==> config.mk <==
export PLATFORM = sky130hd
export DESIGN_NAME = tdc_readout
export DESIGN_NICKNAME = d
export VERILOG_FILES = /design/src/rtl/tdc_readout.sv
export SDC_FILE = /design/constraint.sdc
export NUM_CORES = 1
export LEC_CHECK = 0
export ABC_AREA = 1
export CAP_MARGIN = 20
export CORE_ASPECT_RATIO = 1.25
export CORE_UTILIZATION = 55
export DETAILED_ROUTE_END_ITERATION = 12
export HOLD_SLACK_MARGIN = 0.1
export PLACE_DENSITY = 0.73
export SLEW_MARGIN = 5
export SYNTH_ARGS = -nofsm -noshare
export SYNTH_HDL_FRONTEND = slang
export SYNTH_SLANG_ARGS = --single-unit
==> constraint.sdc <==
create_clock -name clk -period 2.7 [get_ports clk]
set_input_delay 0.54 -clock clk [delete_from_list [all_inputs] [get_ports clk]]
set_output_delay 0.54 -clock clk [all_outputs]
set_load 0.01 [all_outputs]
==> src/rtl/tdc_readout.sv <==
// -----------------------------------------------------------------------------
// tdc_readout
//
// Consumer side of the TDC. Watches the synchronous `hit` line, pairs each
// rising edge with the following falling edge into one event, computes the
// pulse width in fine-bin units from the TDC's coarse counter and fine codes,
// and packs it with the start timestamp into a 19-bit word. Words go into a
// small first-word-fall-through FIFO that drains over a valid/ready stream.
//
// Ports
//   clk         in   1   system clock, shared with the TDC
//   rst         in   1   synchronous, active-high reset
//   hit         in   1   hit line, already synchronous to clk
//   bin_start   in   5   TDC fine code latched at hit rise
//   bin_stop    in   5   TDC fine code latched at hit fall
//   coarse      in   4   TDC coarse counter, wraps mod 16
//   out_data    out  19  {ovf, width[8:0], coarse_start[3:0], bin_start[4:0]}
//   out_valid   out  1   out_data holds a valid word
//   out_ready   in   1   consumer accepts the word when high with out_valid
//   drop_count  out  8   events lost to a full FIFO, saturates at 255
//   busy        out  1   high while an event is open
// -----------------------------------------------------------------------------
module tdc_readout #(
    parameter int FIFO_DEPTH = 8,   // power of two, >= 2
    parameter int NBINS      = 32   // fine bins per clock period
) (
    input  logic        clk,
    input  logic        rst,
    input  logic        hit,
    input  logic [4:0]  bin_start,
    input  logic [4:0]  bin_stop,
    input  logic [3:0]  coarse,
    output logic [18:0] out_data,
    output logic        out_valid,
    input  logic        out_ready,
    output logic [7:0]  drop_count,
    output logic        busy
);

    localparam int              AW       = $clog2(FIFO_DEPTH);
    localparam logic [AW:0]     DEPTH_C  = (AW + 1)'(FIFO_DEPTH);
    localparam logic [AW:0]     CNT_ONE  = (AW + 1)'(1);
    localparam logic [AW-1:0]   PTR_ONE  = AW'(1);
    localparam logic [9:0]      BINS_C   = 10'(NBINS);
    localparam logic [4:0]      DUR_SAT  = 5'd16;
    localparam logic [8:0]      WIDTH_MAX = 9'd511;

    typedef enum logic [1:0] {
        IDLE = 2'd0,
        OPEN = 2'd1,
        PUSH = 2'd2
    } state_t;

    // -------------------------------------------------------------------------
    // Edge detection and event FSM
    // -------------------------------------------------------------------------
    state_t      state;
    logic        hit_q;
    logic [3:0]  cs;     // coarse at start
    logic [4:0]  bs;     // fine code at start
    logic [3:0]  ce;     // coarse at stop
    logic [4:0]  be;     // fine code at stop
    logic [4:0]  dur;    // cycles spent open, saturating at 16

    logic rise;
    logic fall;

    assign rise = hit & ~hit_q;
    assign fall = ~hit & hit_q;

    // NOTE: sequential state is written only with non-blocking assignments so
    // every register samples the pre-edge value of every other register.
    always_ff @(posedge clk) begin
        if (rst) begin
            state <= IDLE;
            // Loading hit_q from hit means a hit already high when reset
            // releases is not mistaken for a fresh rising edge.
            hit_q <= hit;
            busy  <= 1'b0;
            cs    <= '0;
            bs    <= '0;
            ce    <= '0;
            be    <= '0;
            dur   <= '0;
        end else begin
            hit_q <= hit;
            case (state)
                IDLE: begin
                    if (rise) begin
                        cs    <= coarse;
                        bs    <= bin_start;
                        dur   <= '0;
                        busy  <= 1'b1;
                        state <= OPEN;
                    end
                end

                OPEN: begin
                    // Counting includes the fall cycle, so dur ends up equal
                    // to the number of cycles hit was high (capped at 16).
                    if (dur != DUR_SAT) begin
                        dur <= dur + 5'd1;
                    end
                    if (fall) begin
                        ce    <= coarse;
                        be    <= bin_stop;
                        busy  <= 1'b0;
                        state <= PUSH;
                    end
                end

                PUSH: begin
                    // The word for the finished event is built from the
                    // current register values this cycle, so a new start can
                    // overwrite cs/bs/dur at the same edge without loss.
                    if (rise) begin
                        cs    <= coarse;
                        bs    <= bin_start;
                        dur   <= '0;
                        busy  <= 1'b1;
                        state <= OPEN;
                    end else begin
                        state <= IDLE;
                    end
                end

                default: begin
                    state <= IDLE;
                    busy  <= 1'b0;
                end
            endcase
        end
    end

    // -------------------------------------------------------------------------
    // Width arithmetic and word packing
    // -------------------------------------------------------------------------
    logic [3:0]  dc;
    logic [9:0]  width_raw;   // interpreted as 10-bit two's complement
    logic [8:0]  width;
    logic        ovf;
    logic [18:0] word;

    // NOTE: every variable gets a value on every path through this block, so
    // no storage (latch) is inferred.
    always_comb begin
        dc  = ce - cs;                     // modulo-16 coarse distance
        ovf = (dur == DUR_SAT);
        // Range is -31 .. 511, which fits 10-bit signed; the modulo-1024
        // result of the unsigned sum is the correct two's complement value.
        width_raw = {6'b0, dc} * BINS_C + {5'b0, bs} - {5'b0, be};
        if (ovf) begin
            width = WIDTH_MAX;
        end else if (width_raw[9]) begin
            width = '0;                    // negative: stop fine code ran past
        end else begin
            width = width_raw[8:0];        // non-negative values never exceed 511
        end
        word = {ovf, width, cs, bs};
    end

    // -------------------------------------------------------------------------
    // First-word-fall-through FIFO
    // -------------------------------------------------------------------------
    logic [18:0]   mem [FIFO_DEPTH];
    logic [AW-1:0] wr_ptr;
    logic [AW-1:0] rd_ptr;
    logic [AW:0]   count;

    logic full;
    logic push_req;
    logic pop;
    logic push_ok;
    logic drop;

    assign full     = (count == DEPTH_C);
    assign push_req = (state == PUSH);
    assign pop      = out_valid & out_ready;
    // A pop in the same cycle frees the slot a full FIFO would otherwise lack.
    assign push_ok  = push_req & (~full | pop);
    assign drop     = push_req & ~push_ok;

    // NOTE: the storage array has no reset; its contents are only observable
    // through count, which is reset, so clearing it would buy nothing.
    always_ff @(posedge clk) begin
        if (push_ok) begin
            mem[wr_ptr] <= word;
        end
    end

    always_ff @(posedge clk) begin
        if (rst) begin
            wr_ptr     <= '0;
            rd_ptr     <= '0;
            count      <= '0;
            drop_count <= '0;
        end else begin
            if (push_ok) begin
                wr_ptr <= wr_ptr + PTR_ONE;
            end
            if (pop) begin
                rd_ptr <= rd_ptr + PTR_ONE;
            end
            case ({push_ok, pop})
                2'b10:   count <= count + CNT_ONE;
                2'b01:   count <= count - CNT_ONE;
                default: ;
            endcase
            if (drop && (drop_count != 8'hFF)) begin
                drop_count <= drop_count + 8'd1;
            end
        end
    end

    assign out_valid = (count != '0);
    // Head word is shown directly; it cannot change until it is popped, so it
    // holds while the consumer stalls. Zero when empty.
    assign out_data  = out_valid ? mem[rd_ptr] : '0;

endmodule

# ---- Word level (Yosys, flattened, before mapping)
# Memories as Yosys holds them, arrays and structs flattened. A register that Yosys moved wholly into a read port is not among the register bits.
# Cells that the tools add are included.
dict set report totals {
  n_memories 1
  out_inout_bits 29
  ramBits 152
  ff_bits 45
  elab_cells 73
}
dict set report op_classes {
  muxes 18
  reduce_logical 11
  n_eq_ne 12
  bitwise 10
  add_sub_neg 9
}
# name words width read_ports rd_ports_with_merged_regs wr line_no
set mem_list {}
lappend mem_list {mem 8 19 1 1 1 165} ;# logic [18:0] mem [FIFO_DEPTH];
# operator count
set ops {}
lappend ops {{19-bit two-way mux} 1}
lappend ops {{9-bit two-way mux} 2}
lappend ops {{9-bit by 5-bit adder with 10-bit output} 1}
lappend ops {{5-bit two-way mux} 2}
lappend ops {{5-bit one-hot mux with 2 select lines} 1}
lappend ops {{10-bit by 5-bit subtractor with 10-bit output} 1}
lappend ops {{8-bit by 1-bit adder with 8-bit output (second input constant)} 1}
lappend ops {{8-bit != test (second input constant)} 1}
lappend ops {{4-bit one-hot mux with 2 select lines} 1}
lappend ops {{2-bit AND reduction} 4}
lappend ops {{3-bit by 1-bit adder with 3-bit output (second input constant)} 2}
lappend ops {{3-bit two-way mux} 2}
lappend ops {{2-bit != test (second input constant)} 3}
lappend ops {{2-bit one-hot mux with 3 select lines} 1}
lappend ops {{5-bit by 1-bit adder with 5-bit output (second input constant)} 1}
lappend ops {{1-bit AND} 5}
lappend ops {{5-bit equality test (second input constant)} 1}
lappend ops {{1-bit two-way mux} 5}
lappend ops {{5-bit != test (second input constant)} 1}
lappend ops {{4-bit by 1-bit adder with 4-bit output (second input constant)} 1}
lappend ops {{2-bit by 1-bit equality test with 1-bit output (second input constant)} 2}
lappend ops {{2-bit equality test (second input constant)} 2}
lappend ops {{4-bit equality test (second input constant)} 1}
lappend ops {{2-bit two-way mux} 2}
lappend ops {{other kinds (12)} 16}

# ---- Depth between registers and ports, before layout
# Gate-level depths: netlist of the first run.
dict set report logic_depth {
  ltp_word 7
  mapped_depth 13
  mapped_depth_nobuf 13
}

# ---- Worst setup path after synthesis of the first run
# Ideal clock, no wire load.
dict set report synth_path {
  kind {input -> register}
  startpoint {input port out_ready}
  endpoint {memory mem[0][0], enable pin}
  arrival_ns 1.817
  path_buffers 0
  path_slack_ns 0.489
  setup_time_ns 0.395
  cell_stages 6
  path_cell_list {nor2_1 -> nand3_1 -> nand2_1 -> inv_2 -> nand2_1 -> nor2_1}
}
dict set report synth_via {
  elab_chain_cells 5
}
# item line_no
set synth_lines {}
lappend synth_lines {{start: declaration} 35} ;# input logic out_ready,
lappend synth_lines {{1-bit AND} 178} ;# assign pop = out_valid & out_ready;
lappend synth_lines {{1-bit OR} 180} ;# assign push_ok = push_req & (~full | pop);
lappend synth_lines {{1-bit AND} 180}
lappend synth_lines {{1-bit two-way mux} 186} ;# if (push_ok) begin
lappend synth_lines {{1-bit two-way mux (not written as such)} 187} ;# mem[wr_ptr] <= word;
lappend synth_lines {{end: declaration} 165}
# No other way between the ends.

==> results.tsv, run 1 <==
metric	value	unit
outcome	finished, violations left	
global-route wire length before repair	29200	microns
min Tclk post-route	2.73	ns
fillers	1160	
vias	6174	
root buffer cell	clkbuf_16	
H-tree level count	4	
slowest stage delay, CP	0.56	ns
row count	50	
Mean Syn Cell Area	10.1	sq um
RSZ-0062 raised after global routing	true	
cell area after synthesis	8660	sq um
share of the synthesized area in the top cell type	52.7	%
Antenna Cells	0	
# setup viols final	1	
crit path kind	reg2out	
CP Max Fanout	27	
routability cong.	0.840	
Port Buffers	46	
Detail Placement HPWL	11500	microns
CTS sink count	200	
Slew Viols, Final	0	
Hold/Removal Path Class	reg2reg	
clk_skew	0.00675	ns
leakage dissipation	3.93	nW
Slew headroom	53.2	%
die width	114	microns
num ports	47	
Worst EP arrival	2.19	ns
Startpoint Class	flip-flop	
# DRC	0	
worst-path cell chain	inv_6 > buf_4 > nor2_1 > o21ai_0 > nand3_1 > nand2_1 > a31oi_1 > clkdlybuf4s50_1	
# nets final	956	
Max-cap violations	0	
Gate Count Post-Synth	860	
core area	15200	sq um
full die area	16300	sq um
number of synthesized register bits	200	
endpoints failing hold	0	
yosys warns	0	
most common cell after layout, fill and taps aside	nor2_1	
register area share after synthesis	63.8	%
grt ovf	0	
syn_nets	896	
initial antenna violation count	0	
dpl ws	0.150	ns
Routed Antenna Nets	0	
clock tree buffer depth	2	
worst vdd ir	0.000879	V
vias in the first global route	5832	
CTS buffer count	17	
Final Cycle Share	101	%
failing checks	setup timing	
Area Growth Syn to Fin	17.8	%
top post-synthesis cells by area	edfxtp_1, dfxtp_1, nor2_1	
Crit. End Element	output port	
All-Layer GR Usage	24.3	%
pwr dens	838	nW/um^2
Multi-input gate area	2720	sq um
CTS tree	done	
maximum operating frequency	366	MHz
critical-path cell with the highest stage delay	clkdlybuf4s50_1	
setup slack after layout	-0.0333	ns
post-DR vias/cell	5.42	
largest net degree at the start of global routing	39	
DP Area	9520	sq um
most frequent cells in the layout	nor2_1, edfxtp_1, nand2_1, o21ai_0, nand3_1	
first drt pass iteration count	6	
Initial Utilization	57.0	%
DRT iter0 DRCs	437	
register area	5530	sq um
Yosys top cell by area	edfxtp_1	
Routed WL	18700	microns
unique cell type count in the Yosys netlist	30	
CTS Hold Bufs	0	
Die H	142	microns
clock slew at reported path FFs	0.07	ns
Final Cell Area	10200	sq um
Slew @ Worst Pin	0.701	ns
Clock Latency Late Sink	0.43	ns
WP data required	2.16	ns
layout cells sized above 1	9.55	%
post-DR wirelength/cell	16.4	microns
-- critical path, delay by kind of cell (launching register included) --
kind,cells,cell delay [ns]
simple gates,3,0.24
buf+inv,3,0.87
compound gates,2,0.24
flops,1,0.40
-- path summary, 6_finish.rpt --
path                            startpoint     endpoint  slack, ns  cells after the start
worst max-delay path             flip-flop  out_data[2]      -0.03                      8
worst min-delay path                 ce[0]        ce[0]       0.48                      2
worst max register to register       cs[2]   mem[4][17]       0.45                      8
worst min register to register       ce[0]        ce[0]       0.48                      2
-- state kept, by name, indices dropped and copies added, names as in the netlist, named ones only --
register / flops
mem: 152
drop_count: 8
be: 5
bs: 5
dur: 5
ce: 4
count: 4
cs: 4
rd_ptr: 3
wr_ptr: 3
state: 2
busy: 1
hit_q: 1
-- synth_stat cells --
master,number
a21oi_1,38
a31oi_1,19
buf_2,11
buf_4,7
buf_6,3
buf_8,2
clkbuf_1,9
clkbuf_2,5
clkinv_1,1
dfxtp_1,48
edfxtp_1,152
fa_1,3
ha_1,15
inv_1,47
inv_2,4
inv_4,2
nand2_1,116
nand2_2,3
nand2_4,1
nand3_1,51
nand3_2,1
nand3_4,1
nor2_1,199
nor2_2,4
nor3_1,4
o21ai_0,98
o21ai_1,5
or2_2,3
xnor2_1,2
xor2_1,6
-- where the power goes --
group	leakage (nW)	switching (mW)	internal, mW
clock network	0.303	1.08	1.64
registers	1.79	0.0871	3.44
logic	1.83	1.37	0.938
-- layout make-up --
cell class	instances	share of cell area (%)
clock buffers	19	4.24
clock inverters	12	1.92
inverters	54	2.11
multi-input cells	569	26.7
flip-flops and latches	200	54.2
well taps	208	2.55
repair buffers	78	8.35
-- metrics by stage --
step	power [mW]	TNS [ns]	instances	util [%]	hold WS (ns)
6_report	8.56	-0.0333	1140	67.2	0.477
5_1_grt	8.95	-0.189	1140	67.2	0.493
4_1_cts	8.58	-0.136	1139	67.0	0.480
3_5_place_dp	5.93	0	1105	62.7	0.455
3_3_place_gp	5.89	0	1105	62.7	0.449
2_1_floorplan	5.03	0	860	-	0.433
-- cell families after synthesis --
group / count (synthesis) / share of synthesized area [%]
flip-flops: 200 / 63.8
AO/OA/AOI/OAI: 160 / 9.52
XOR/XNOR: 8 / 0.809
buffers and inverters: 91 / 5.05
adder cells (fa/ha/maj): 18 / 2.86
AND/OR/NAND/NOR: 383 / 18.0
-- per-layer routing --
metal | vias to the layer above | GRT usage (%) | share of wire (%)
met5 | - | 0 | 0
met4 | 0 | 11.0 | 2.3
met3 | 30 | 3.49 | 4.6
met2 | 173 | 42.6 | 52
met1 | 2923 | 29.6 | 41
li1 | 3048 | - | -
-- timing repair --
action	CTS	global route
setup buffers	3	1
endpoints found under the setup margin	19	8
gates resized for setup	23	8
pin swaps	0	0
No activity file was read; power rests on OpenSTA's default activity.
==> run 2: changes to the inputs <==
--- a/config.mk
+++ b/config.mk
@@ -9,6 +9,7 @@
 export CAP_MARGIN = 20
 export CORE_ASPECT_RATIO = 1.25
 export CORE_UTILIZATION = 55
+export CTS_CLUSTER_DIAMETER = 40
 export DETAILED_ROUTE_END_ITERATION = 12
 export HOLD_SLACK_MARGIN = 0.1
 export PLACE_DENSITY = 0.73
==> results of run 2 <==
Final layout, timing and power as in run 1 (identical DEF).
==> run 3: changes to the inputs <==
--- a/config.mk
+++ b/config.mk
@@ -8,11 +8,12 @@
 export ABC_AREA = 1
 export CAP_MARGIN = 20
 export CORE_ASPECT_RATIO = 1.25
-export CORE_UTILIZATION = 55
+export CORE_UTILIZATION = 59
 export CTS_CLUSTER_DIAMETER = 40
 export DETAILED_ROUTE_END_ITERATION = 12
+export GPL_TIMING_DRIVEN = 0
 export HOLD_SLACK_MARGIN = 0.1
-export PLACE_DENSITY = 0.73
+export PLACE_DENSITY = 0.78
 export SLEW_MARGIN = 5
 export SYNTH_ARGS = -nofsm -noshare
 export SYNTH_HDL_FRONTEND = slang
==> constraint.sdc (replaced) <==
create_clock -name clk -period 2.8 [get_ports clk]
set_input_delay 0.56 -clock clk [delete_from_list [all_inputs] [get_ports clk]]
set_output_delay 0.56 -clock clk [all_outputs]
set_load 0.01 [all_outputs]
==> run 3 against run 2 <==
Against the previous run:
- the flow now finishes without violations
- worst hold slack got worse by 0.068 ns
- critical endpoint is now out_data[8]
- global-route usage rose by 5.5 points
- design area fell by 0.76%
==> results.tsv, run 3 (synthesized netlist as in run 1, its figures left out) <==
metric	value	unit
outcome	complete, no violations	
Hold Path End	drop_count[7]	
post-DR vias/cell	5.77	
Final Cell Area	10100	sq um
reg-to-reg startpoint	cs[0]	
Largest register FFs	152	
row count	49	
maximum operating frequency	374	MHz
num ports	47	
CTS tree	done	
core area	14300	sq um
root buffer cell	clkbuf_16	
H-tree level count	4	
Hold/Removal Path Class	in2reg	
crit path kind	reg2out	
Reg2Reg Setup Slack	0.33	ns
Startpoint Class	flip-flop	
Switching Power	2.65	mW
Clock Latency Late Sink	0.43	ns
global-route wire length before repair	32700	microns
Top Registers	mem: 152 flops, drop_count: 8 flops	
Post-CTS Setup Bufs	0	
# nets final	968	
overall power	8.16	mW
Initial Utilization	60.4	%
layout cells sized above 1	10.9	%
worst vdd ir	0.000610	V
Routed WL	21100	microns
Reg2Reg Capture Point	mem[3][17]	
grt ovf	0	
Final Cycle Share	95.5	%
initial antenna violation count	0	
Worst EP arrival	2.11	ns
setup TNS	0	ns
clock network power share	29.4	%
largest net degree at the start of global routing	18	
post-DR wirelength/cell	18.8	microns
CTS sink count	200	
CTS Hold Bufs	0	
Routed Antenna Nets	0	
Die H	137	microns
Area Growth Syn to Fin	16.9	%
RSZ-0062 raised after global routing	false	
pwr dens	805	nW/um^2
WP data required	2.24	ns
most common cell after layout, fill and taps aside	nor2_1	
grt met1 use	35.9	%
switching part of the total	32.5	%
routability cong.	0.847	
Gate power share	29.2	%
most flop-heavy register	mem	
clk_skew	0.0117	ns
first drt pass iteration count	5	
All-Layer GR Usage	29.8	%
DP Area	9520	sq um
CTS buffer count	17	
Slew Viols, Final	0	
DRT iter0 DRCs	571	
most frequent cells in the layout	nor2_1, edfxtp_1, nand2_1, o21ai_0, nand3_1	
Slew @ Worst Pin	0.706	ns
Slew headroom	52.9	%
Hold Crit Start	rst	
hold depth	2	
sequential power share	41.4	%
# DRC	0	
full die area	15200	sq um
Detail Placement HPWL	14100	microns
M3 GR Usage	5.16	%
leakage dissipation	3.93	nW
gr busiest metal	met2	
endpoints failing hold	0	
# setup viols final	0	
clock tree buffer depth	2	
vias	6476	
final core occ	70.6	%
clock slew at reported path FFs	0.07	ns
Port Buffers	45	
fillers	1023	
min Tclk post-route	2.67	ns
vias in the first global route	6328	
Max-cap violations	0	
Antenna Cells	0	
met2 usage	51.3	%
Int Pwr	5.51	mW
Crit. End Element	output port	
die width	110	microns
Worst R2R Path Depth	9	
CP Max Fanout	10	
-- run 3: cell count changes in the layout (fill, tap and decap cells not counted), sizes merged --
cell,before,now
dlygate4sd2,11,14
bufinv,5,2
dlymetal6s2s,4,3
clkinv,4,6
clkbuf,20,35
buf,32,31
inv,56,58
clkdlybuf4s50,29,26
clkdlybuf4s15,1,0
-- run 3: worst max-delay path: stages (launching register included) --
cell and delay (ns):
dfxtp_1 0.38, buf_2 0.26, buf_2 0.33, nor2_1 0.09, o21ai_1 0.16, a31oi_1 0.15
dlygate4sd2_1 0.31
-- run 3: routing by layer --
layer	routed length (microns)	vias to the layer above
met5	0	-
met4	690	0
met3	1300	46
met2	10900	263
met1	8170	3091
li1	-	3076
-- run 3: how the worst max path moves through the flow --
| stage | slack (ns) | depth (start not counted) | start | endpoint |
|---|---|---|---|---|
| global placement | -1.01 | 7 | out_ready | mem[0][12] |
| detailed placement | -0.11 | 8 | out_ready | mem[2][17] |
| CTS | -0.009 | 9 | flip-flop | out_data[12] |
| global route | 0.03 | 6 | flip-flop | out_data[8] |
| finish | 0.13 | 6 | flip-flop | out_data[8] |
| floorplan | 0.57 | 6 | out_ready | mem[0][0] |
-- run 3: through the flow --
step | hold slack [ns] | instances | setup WS [ns]
3_5_place_dp | 0.460 | 1091 | -0.106
6_report | 0.410 | 1123 | 0.125
2_1_floorplan | 0.433 | 860 | 0.569
3_3_place_gp | 0.448 | 1083 | -1.01
4_1_cts | 0.403 | 1123 | -0.00921
5_1_grt | 0.416 | 1123 | 0.0292
-- run 3: power by group through the flow --
stage | sequential (mW) | clock, mW | combinational [mW]
after CTS | 3.38 | 2.41 | 2.35
after global routing | 3.39 | 2.53 | 2.63
final | 3.38 | 2.40 | 2.38
after floorplan | 3.42 | 0 | 1.43
after detailed placement | 3.45 | 0 | 2.40
after global placement | 3.44 | 0 | 2.34
-- run 3: final cells by class --
cell class | instances | area [sq um] | share of cell area, %
buffer | 37 | 265 | 2.62
clock buffer | 19 | 433 | 4.27
clock inverter | 13 | 145 | 1.43
inverter | 54 | 209 | 2.06
multi-input combinational | 569 | 2740 | 27.1
sequential | 200 | 5530 | 54.5
tap | 178 | 223 | 2.20
timing repair buffer | 53 | 588 | 5.80
-- run 3: what timing repair did --
item / CTS / global route
pin swaps: 4 / 1
endpoints found under the setup margin: 19 / 7
resized for setup: 32 / 13
